--- src/rtl/instr_fetch_queue.sv ---
// Instruction prefetch queue: one outstanding memory read at a time.
// Fetched words go into a DEPTH-entry FIFO, which is flushed on core redirects.
module instr_fetch_queue #(
  parameter int          DEPTH    = 4,
  parameter logic [15:0] RESET_PC = 16'h0000
) (
  input  logic        clk,
  input  logic        reset,
  output logic        mem_req,
  output logic [15:0] mem_addr,
  input  logic        mem_ack,
  input  logic [15:0] mem_rdata,
  input  logic        redirect,
  input  logic [15:0] redirect_pc,
  output logic        out_valid,
  output logic [15:0] out_instr,
  output logic [15:0] out_pc,
  input  logic        out_ready
);
  localparam int AW = (DEPTH > 1) ? $clog2(DEPTH) : 1;
  localparam int CW = AW + 1;
  localparam logic [CW-1:0] FULL = CW'(DEPTH);

  typedef enum logic [1:0] {IDLE, WAIT, DISCARD} state_t;

  state_t                  r_state;
  logic [15:0]             r_fetch_pc;
  logic                    r_mem_req;
  logic [15:0]             r_mem_addr;
  logic [DEPTH-1:0][15:0]  r_instr;
  logic [DEPTH-1:0][15:0]  r_pc;
  logic [AW-1:0]           r_wr_ptr;
  logic [AW-1:0]           r_rd_ptr;
  logic [CW-1:0]           r_count;

  logic          w_push;
  logic          w_pop;
  logic [CW-1:0] w_next_count;
  logic          w_space;
  logic [15:0]   w_pc_inc;
  logic [15:0]   w_redir_pc;

  // A redirect cancels both the pop and any push in its cycle.
  assign w_pop        = (r_count != '0) && out_ready && !redirect;
  assign w_push       = (r_state == WAIT) && mem_ack && !redirect;
  assign w_next_count = r_count + CW'(w_push) - CW'(w_pop);
  assign w_space      = (w_next_count < FULL);
  assign w_pc_inc     = r_fetch_pc + 16'd2;
  assign w_redir_pc   = {redirect_pc[15:1], 1'b0};

  always_ff @(posedge clk or posedge reset) begin
    if (reset) begin
      r_state    <= IDLE;
      r_fetch_pc <= RESET_PC;
      r_mem_req  <= 1'b0;
      r_mem_addr <= RESET_PC;
    end else begin
      case (r_state)
        IDLE: begin
          if (redirect) begin
            r_fetch_pc <= w_redir_pc;
            r_mem_addr <= w_redir_pc;
          end else if (w_space) begin
            r_state    <= WAIT;
            r_mem_req  <= 1'b1;
            r_mem_addr <= r_fetch_pc;
          end
        end
        WAIT: begin
          if (redirect) begin
            r_fetch_pc <= w_redir_pc;
            if (mem_ack) begin
              r_state    <= IDLE;
              r_mem_req  <= 1'b0;
              r_mem_addr <= w_redir_pc;
            end else begin
              // Old address stays on the bus until memory answers it.
              r_state <= DISCARD;
            end
          end else if (mem_ack) begin
            r_fetch_pc <= w_pc_inc;
            r_mem_addr <= w_pc_inc;
            if (!w_space) begin
              r_state   <= IDLE;
              r_mem_req <= 1'b0;
            end
          end
        end
        DISCARD: begin
          if (redirect) r_fetch_pc <= w_redir_pc;
          if (mem_ack) begin
            r_state    <= IDLE;
            r_mem_req  <= 1'b0;
            r_mem_addr <= redirect ? w_redir_pc : r_fetch_pc;
          end
        end
        default: begin
          r_state   <= IDLE;
          r_mem_req <= 1'b0;
        end
      endcase
    end
  end

  always_ff @(posedge clk or posedge reset) begin
    if (reset) begin
      r_instr  <= '0;
      r_pc     <= '0;
      r_wr_ptr <= '0;
      r_rd_ptr <= '0;
      r_count  <= '0;
    end else if (redirect) begin
      r_wr_ptr <= '0;
      r_rd_ptr <= '0;
      r_count  <= '0;
    end else begin
      if (w_push) begin
        r_instr[r_wr_ptr] <= mem_rdata;
        r_pc[r_wr_ptr]    <= r_fetch_pc;
        r_wr_ptr          <= r_wr_ptr + AW'(1);
      end
      if (w_pop) r_rd_ptr <= r_rd_ptr + AW'(1);
      r_count <= w_next_count;
    end
  end

  assign mem_req   = r_mem_req;
  assign mem_addr  = r_mem_addr;
  assign out_valid = (r_count != '0);
  assign out_instr = r_instr[r_rd_ptr];
  assign out_pc    = r_pc[r_rd_ptr];
endmodule
--- config.mk ---
export PLATFORM = sky130hd
export DESIGN_NAME = instr_fetch_queue
export DESIGN_NICKNAME = d
export VERILOG_FILES = /design/src/rtl/instr_fetch_queue.sv
export SDC_FILE = /design/constraint.sdc
export NUM_CORES = 1
export LEC_CHECK = 0
export ABC_CLOCK_PERIOD_IN_PS = 7750
export CAP_MARGIN = 5
export CORE_AREA = 2 2 159 161
export CTS_CLUSTER_SIZE = 28
export DETAILED_ROUTE_END_ITERATION = 7
export DIE_AREA = 0 0 161 163
export SLEW_MARGIN = 10
export SYNTH_ARGS = -nofsm -noshare
export SYNTH_HDL_FRONTEND = slang
export SYNTH_SLANG_ARGS = --single-unit
--- constraint.sdc ---
create_clock -name clk -period 7.75 [get_ports clk]
set_input_delay 1.55 -clock clk [delete_from_list [all_inputs] [get_ports clk]]
set_output_delay 1.55 -clock clk [all_outputs]
set_load 0.02 [all_outputs]
==> flow_metrics.tcl, run 1 <==
set metrics [dict create \
    status "completed" \
    cts_hold_buf 0 \
    hold_viol_final 0 \
    crit_end "mem_addr[1]" \
    r2r-start "r_state[0]" \
    first_iter_violations 415 \
    synthesis.nets 679 \
    fin_setup_tns_ns 0 \
    synthArstFlopShare 1.00 \
    cp.arrival_ns 5.52 \
    io_pins 87 \
    critical_path.top_delay_family "buffers and inverters" \
    cp.required_ns 8.06 \
    hp-class "register to register" \
    worst_pin_slew_ns 0.987 \
    power_frac_seq 0.371 \
    min_period_over_period 0.672 \
    synth_edf_count 0 \
    ctsLongestPathBuffers 2 \
    avgSynthCellArea_um2 12.9 \
    hpwl_mm 11.9 \
    grt_max_degree 107 \
    fillers 2362 \
    fin_skew_ns 0.0122 \
    cap_violations 0 \
    ys_types 65 \
    r2r-end "mem_addr[1]" \
    drt_wl_total_mm 18.7 \
    grt-ovfl-total 0 \
    antenna_found_initial 0 \
    fmax_mhz 192 \
    dieWidth_um 161 \
    peakVddDrop_v 0.000208 \
    grtUsageTotal 0.151 \
    crit_path_max_incr_delay_ns 0.70 \
    synthToLayoutAreaGrowth_pct 20.6 \
    die_y_um 163 \
    slew_viol_final 0 \
    regToRegSetupSlack_ns 3.66 \
    synth_cells 634 \
    initial_core_util 0.332 \
    cts-resized-gates 0 \
    r2r_cells 11 \
    cp-end-kind "register" \
    intPower_mw 2.41 \
    clock_sinks 170 \
    busiest_layer "met2" \
    grt_use_met3 0.0344 \
    startpoint_type "primary input" \
    path_buf_inv 4 \
    p_comb_frac 0.389 \
    core_um2 24700 \
    power.density_nw_per_um2 372 \
    avgRoutedWirePerCell_um 18.1 \
    design_area_um2 9880 \
    clk-insertion-delay-late_ns 0.43 \
    cts_setup_buffers 0 \
    drc 0 \
    ant_nets 0 \
    ys_seq_elements 170 \
    slowest_stage "clkdlybuf4s50_1" \
    dieArea_um2 26200 \
    diodes 0 \
    nets 740 \
    grt_setup_unrepaired "no" \
    port_buffers 85 \
    netlist_area_um2 8190 \
    grt_use_met1 0.215 \
    path_depth 12 \
    htree_levels 4 \
    grt_pass1_wl_mm 30.7 \
    synth_top_flop_cell "dfrtp_1" \
    via_per_inst 5.16 \
    cp_max_fo 19 \
    setup_violations 0 \
    dr.pass1.iters 5 \
    post-route-min-period_ns 5.20 \
    p_sw_mw 1.26 \
    cts_tree "yes" \
    p_leak_nw 4.23 \
    cts_buffers 17 \
    clk_pin_slew_ns 0.07 \
    dr_total_vias 5353 \
    yosys_warnings 0 \
    crit_start "mem_ack" \
    hold_slack_ns 0.480 \
    placedInstanceArea_um2 9270 \
    grt_pass1_vias 5500 \
    gp_congestion 0.783 \
    use_met2 0.235 \
    pwr-share-clk 0.240 \
    drive_above_1_share 0.283 \
    relSlewSlack 0.340 \
    rows 58 \
    hold_path_depth 2 \
    ys_seq_area_frac 0.520 \
    crit_type "primary input to register" \
    p_sw_frac 0.343 \
    clockRootBuffer "clkbuf_16" \
    cp_cell_sequence "clkdlybuf4s50_1, and4bb_2, inv_2, ha_1, inv_1, ha_1, inv_1, fa_1, xnor3_1, o21ai_2, nand2_1, mux2_2" \
]
-- placed cells by master (no fill, tap or decap), types with 5 or more instances in the layout --
cell type,n
nor3_1,13
mux2_2,114
clkbuf_16,17
inv_1,11
nor2b_1,6
buf_4,5
o31ai_1,6
clkdlybuf4s50_1,85
nand2b_1,6
xnor2_1,5
nor4_1,9
dfrtp_1,169
nor2_1,19
ha_1,7
nand2_1,42
a211oi_1,5
nand3_1,12
a21oi_1,16
mux4_2,32
o21ai_0,32
-- power by group through the flow --
stage	Clock, mW	Sequential, mW	Combinational, mW
after floorplan	0	1.32	0.956
after global placement	0	1.37	1.43
after detailed placement	0	1.37	1.45
after CTS	0.904	1.36	1.46
after global routing	0.949	1.40	1.55
final	0.882	1.36	1.43
-- synthesized netlist by cell type (3+ instances only) --
master    count  share of area
buf_2        27          0.017
o21ai_0      32          0.020
nor2_1       19         0.0087
o22ai_1       3         0.0023
mux2_1        3         0.0041
ha_1          7          0.011
a21boi_0      4         0.0037
nand2_2       4         0.0031
mux4_2       32          0.088
nor4_1        9         0.0069
o31ai_1       6         0.0055
clkbuf_1     16         0.0073
nand2_1      42          0.019
dfrtp_1     170           0.52
nand2b_1      6         0.0046
a221o_1       3         0.0037
a211oi_1      5         0.0046
inv_1        12         0.0055
mux2i_1       4         0.0049
a21oi_1      16         0.0098
nor3_1       13         0.0079
buf_4         3         0.0028
o21a_1        4         0.0037
nor2b_1       6         0.0046
nand3_1      12         0.0073
a22oi_1       4         0.0037
mux2_2      114           0.16
xnor2_1       5         0.0053
-- state kept, by name (all words and copies together), names as in the netlist --
register / cells
mem_req: 1
r_count: 3
mem_addr: 16
r_instr: 64
r_fetch_pc: 16
r_wr_ptr: 2
r_rd_ptr: 2
r_pc: 64
r_state: 2
-- layer usage --
layer  up-vias  wire, um  part of all wire
met5         -         0                 0
met4         0       153            0.0082
met3        10      1040             0.055
met2       133      8510              0.45
met1      2739      9030              0.48
li1       2471         -                 -
-- worst min-delay path by stage --
| stage | startpoint | to | slack, ns |
|---|---|---|---|
| after floorplan | r_pc[35] | r_pc[35] | 0.44 |
| after global placement | r_pc[39] | r_pc[39] | 0.46 |
| after detailed placement | r_pc[60] | r_pc[60] | 0.47 |
| after CTS | r_pc[60] | r_pc[60] | 0.48 |
| after global routing | r_pc[28] | r_pc[28] | 0.51 |
| final | r_pc[15] | r_pc[15] | 0.48 |
-- layout make-up --
type | instances | area (um2) | share of cell area
inverter | 14 | 57.6 | 0.00583
tap | 330 | 413 | 0.0418
clock inverter | 13 | 169 | 0.0171
multi-input combinational | 402 | 3650 | 0.370
timing repair buffer | 90 | 888 | 0.0899
clock buffer | 18 | 439 | 0.0445
sequential | 170 | 4260 | 0.431
-- worst reg2reg max path, cell delays in order (launching register included) --
cell and delay, ns:
dfrtp_1 0.68, and4bb_2 0.67, inv_2 0.21, ha_1 0.33, inv_1 0.05, ha_1 0.13
inv_1 0.04, fa_1 0.36, xnor3_1 0.31, o21ai_2 0.52, nand2_1 0.30, mux2_2 0.36
-- per-stage QoR --
stage / util / total power, mW / std cells / setup slack [ns]
2_1_floorplan: - / 2.28 / 634 / 1.60
3_3_place_gp: 0.376 / 2.80 / 1006 / 2.11
3_5_place_dp: 0.376 / 2.82 / 1006 / 2.07
4_1_cts: 0.400 / 3.72 / 1037 / 2.50
5_1_grt: 0.400 / 3.90 / 1037 / 2.30
6_report: 0.400 / 3.67 / 1037 / 2.55
-- cells by family (layout without fill, tap and decap cells) --
| kind of cell | count (synthesis) | after routing | synth area share |
|---|---|---|---|
| compound gates | 102 | 102 | 0.0825 |
| xor+xnor | 8 | 8 | 0.0102 |
| fa+ha+maj | 8 | 8 | 0.0131 |
| buf+inv | 62 | 135 | 0.0339 |
| flops | 170 | 170 | 0.520 |
| mux | 153 | 153 | 0.254 |
| simple gates | 131 | 131 | 0.0867 |
(Power assumes the default switching activity.)
==> run 2: changes to the inputs <==
--- a/config.mk
+++ b/config.mk
@@ -5,7 +5,7 @@
 export SDC_FILE = /design/constraint.sdc
 export NUM_CORES = 1
 export LEC_CHECK = 0
-export ABC_CLOCK_PERIOD_IN_PS = 7750
+export ABC_CLOCK_PERIOD_IN_PS = 4700
 export CAP_MARGIN = 5
 export CORE_AREA = 2 2 159 161
 export CTS_CLUSTER_SIZE = 28
==> constraint.sdc (replaced) <==
create_clock -name clk -period 4.7 [get_ports clk]
set_input_delay 0.94 -clock clk [delete_from_list [all_inputs] [get_ports clk]]
set_output_delay 0.94 -clock clk [all_outputs]
set_load 0.02 [all_outputs]
==> run 2 against run 1 <==
  * Total power is 63% higher
  * Worst setup slack worse by 1.5 ns
  * Register-to-register slack worse by 2.3 ns
  * Critical path depth stayed put
  * Sequential power is 65% higher
  * Wire length is 1.3% higher
  * Final area is 0.76% higher
  * First-iteration DRC count is 28% lower
  * Via count is 1.2% higher
  * Clock power is 55% higher
  * Die area stayed put
  * Non-clock buffer count is 14 higher
  * Highest routed layer unchanged
==> flow_metrics.tcl, run 2 (synthesis results as in run 1) <==
set metrics [dict create \
    status "completed" \
    cts-resized-gates 0 \
    grt_max_degree 60 \
    die_y_um 163 \
    grt_pass1_vias 5338 \
    dieArea_um2 26200 \
    cp_cell_sequence "clkdlybuf4s50_1, and4bb_2, inv_2, ha_1, inv_1, ha_1, inv_1, fa_1, xnor3_1, o21a_1, nor2_1, o21ai_0" \
    drive_above_1_share 0.296 \
    dieWidth_um 161 \
    post-route-min-period_ns 3.66 \
    cap_violations 0 \
    reg_top3 "r_instr (64), r_pc (64)" \
    ant_nets 0 \
    slowest_stage "nor2_1" \
    cp-end-kind "register" \
    min_period_over_period 0.779 \
    grtUsageTotal 0.150 \
    finalPower_mw 5.99 \
    cts_tree "yes" \
    setup_violations 0 \
    initial_core_util 0.332 \
    cts_hold_buf 0 \
    ctsLongestPathBuffers 2 \
    drt_wl_total_mm 19.0 \
    core_um2 24700 \
    hp-class "register to register" \
    p_leak_nw 4.28 \
    hpwl_mm 12.6 \
    crit_type "primary input to register" \
    worst_pin_slew_ns 0.964 \
    io_pins 87 \
    peakVddDrop_v 0.000300 \
    grt_setup_unrepaired "no" \
    cp_max_fo 9 \
    layout_commonest_cell "dfrtp_1" \
    cp.required_ns 4.98 \
    clockRootBuffer "clkbuf_16" \
    power.density_nw_per_um2 602 \
    port_buffers 85 \
    cp.arrival_ns 3.94 \
    avgRoutedWirePerCell_um 18.0 \
    cts_setup_buffers 0 \
    fillers 2361 \
    rows 58 \
    drc 0 \
    htree_levels 4 \
    fmax_mhz 273 \
    slew_viol_final 0 \
    clk-insertion-delay-late_ns 0.43 \
    grt_pass1_wl_mm 30.4 \
    grt-ovfl-total 0 \
    crit_path_max_incr_delay_ns 0.51 \
    antenna_found_initial 0 \
    diodes 0 \
    via_per_inst 5.15 \
    hold_viol_final 0 \
    startpoint_type "primary input" \
    dr_total_vias 5416 \
    fin_setup_tns_ns 0 \
    synthToLayoutAreaGrowth_pct 21.6 \
    dr.pass1.iters 4 \
    nets 754 \
    relSlewSlack 0.353 \
    fin_skew_ns 0.0201 \
    clk_pin_slew_ns 0.07 \
    final_cell_mix "dfrtp_1, mux2_2, clkdlybuf4s50_1, nand2_1" \
    first_iter_violations 299 \
    cts_buffers 17 \
    gp_congestion 0.804 \
    clock_sinks 170 \
]
==> run 2: routing by layer <==
metal / vias up / share of wire / GRT usage
li1: 2491 / - / -
met1: 2781 / 0.49 / 0.213
met2: 135 / 0.47 / 0.236
met3: 9 / 0.040 / 0.0344
met4: 0 / 0.0054 / 0.0296
met5: - / 0 / 0
==> run 2: critical path, delay by kind of cell <==
kind / cells / cell delay, ns
xor+xnor: 1 / 0.29
buf+inv: 4 / 0.64
fa+ha+maj: 3 / 0.76
compound gates: 2 / 0.46
simple gates: 2 / 0.86
==> run 2: power breakdown <==
group	switching [mW]	leakage, nW	internal (mW)
registers	0.338	2.21	1.90
clock network	0.627	0.278	0.742
logic	1.14	1.79	1.24
==> run 2: final timing paths <==
check | startpoint | to | slack (ns) | cells after the start
setup / recovery | redirect | mem_addr[9] | 1.04 | 12
hold / removal | r_pc[23] | r_pc[23] | 0.48 | 2
setup reg to reg | r_count[1] | mem_addr[9] | 1.33 | 12
hold reg to reg | r_pc[23] | r_pc[23] | 0.48 | 2
max in group asynchronous | reset | mem_addr[4] | 2.84 | 3
min in group asynchronous | reset | r_instr[11] | 0.98 | 2
==> run 2: through the flow <==
step           cell area (um2)  cells   util  worst slack, ns  hold slack (ns)
6_report                  9950   1052  0.403             1.04            0.477
5_1_grt                   9950   1052  0.403            0.899            0.505
2_1_floorplan             8190    634      -             1.17            0.445
3_5_place_dp              9390   1020  0.380            0.576            0.465
3_3_place_gp              9390   1020  0.380            0.589            0.460
4_1_cts                   9950   1052  0.403             1.01            0.482
==> run 2: layout make-up <==
type	instances	area (um2)	share of cell area
Tap cell	330	413	0.0415
Clock buffer	18	429	0.0431
Timing Repair Buffer	104	1010	0.101
Clock inverter	14	138	0.0138
Multi-Input combinational cell	402	3650	0.367
Inverter	14	56.3	0.00566
Sequential cell	170	4260	0.428
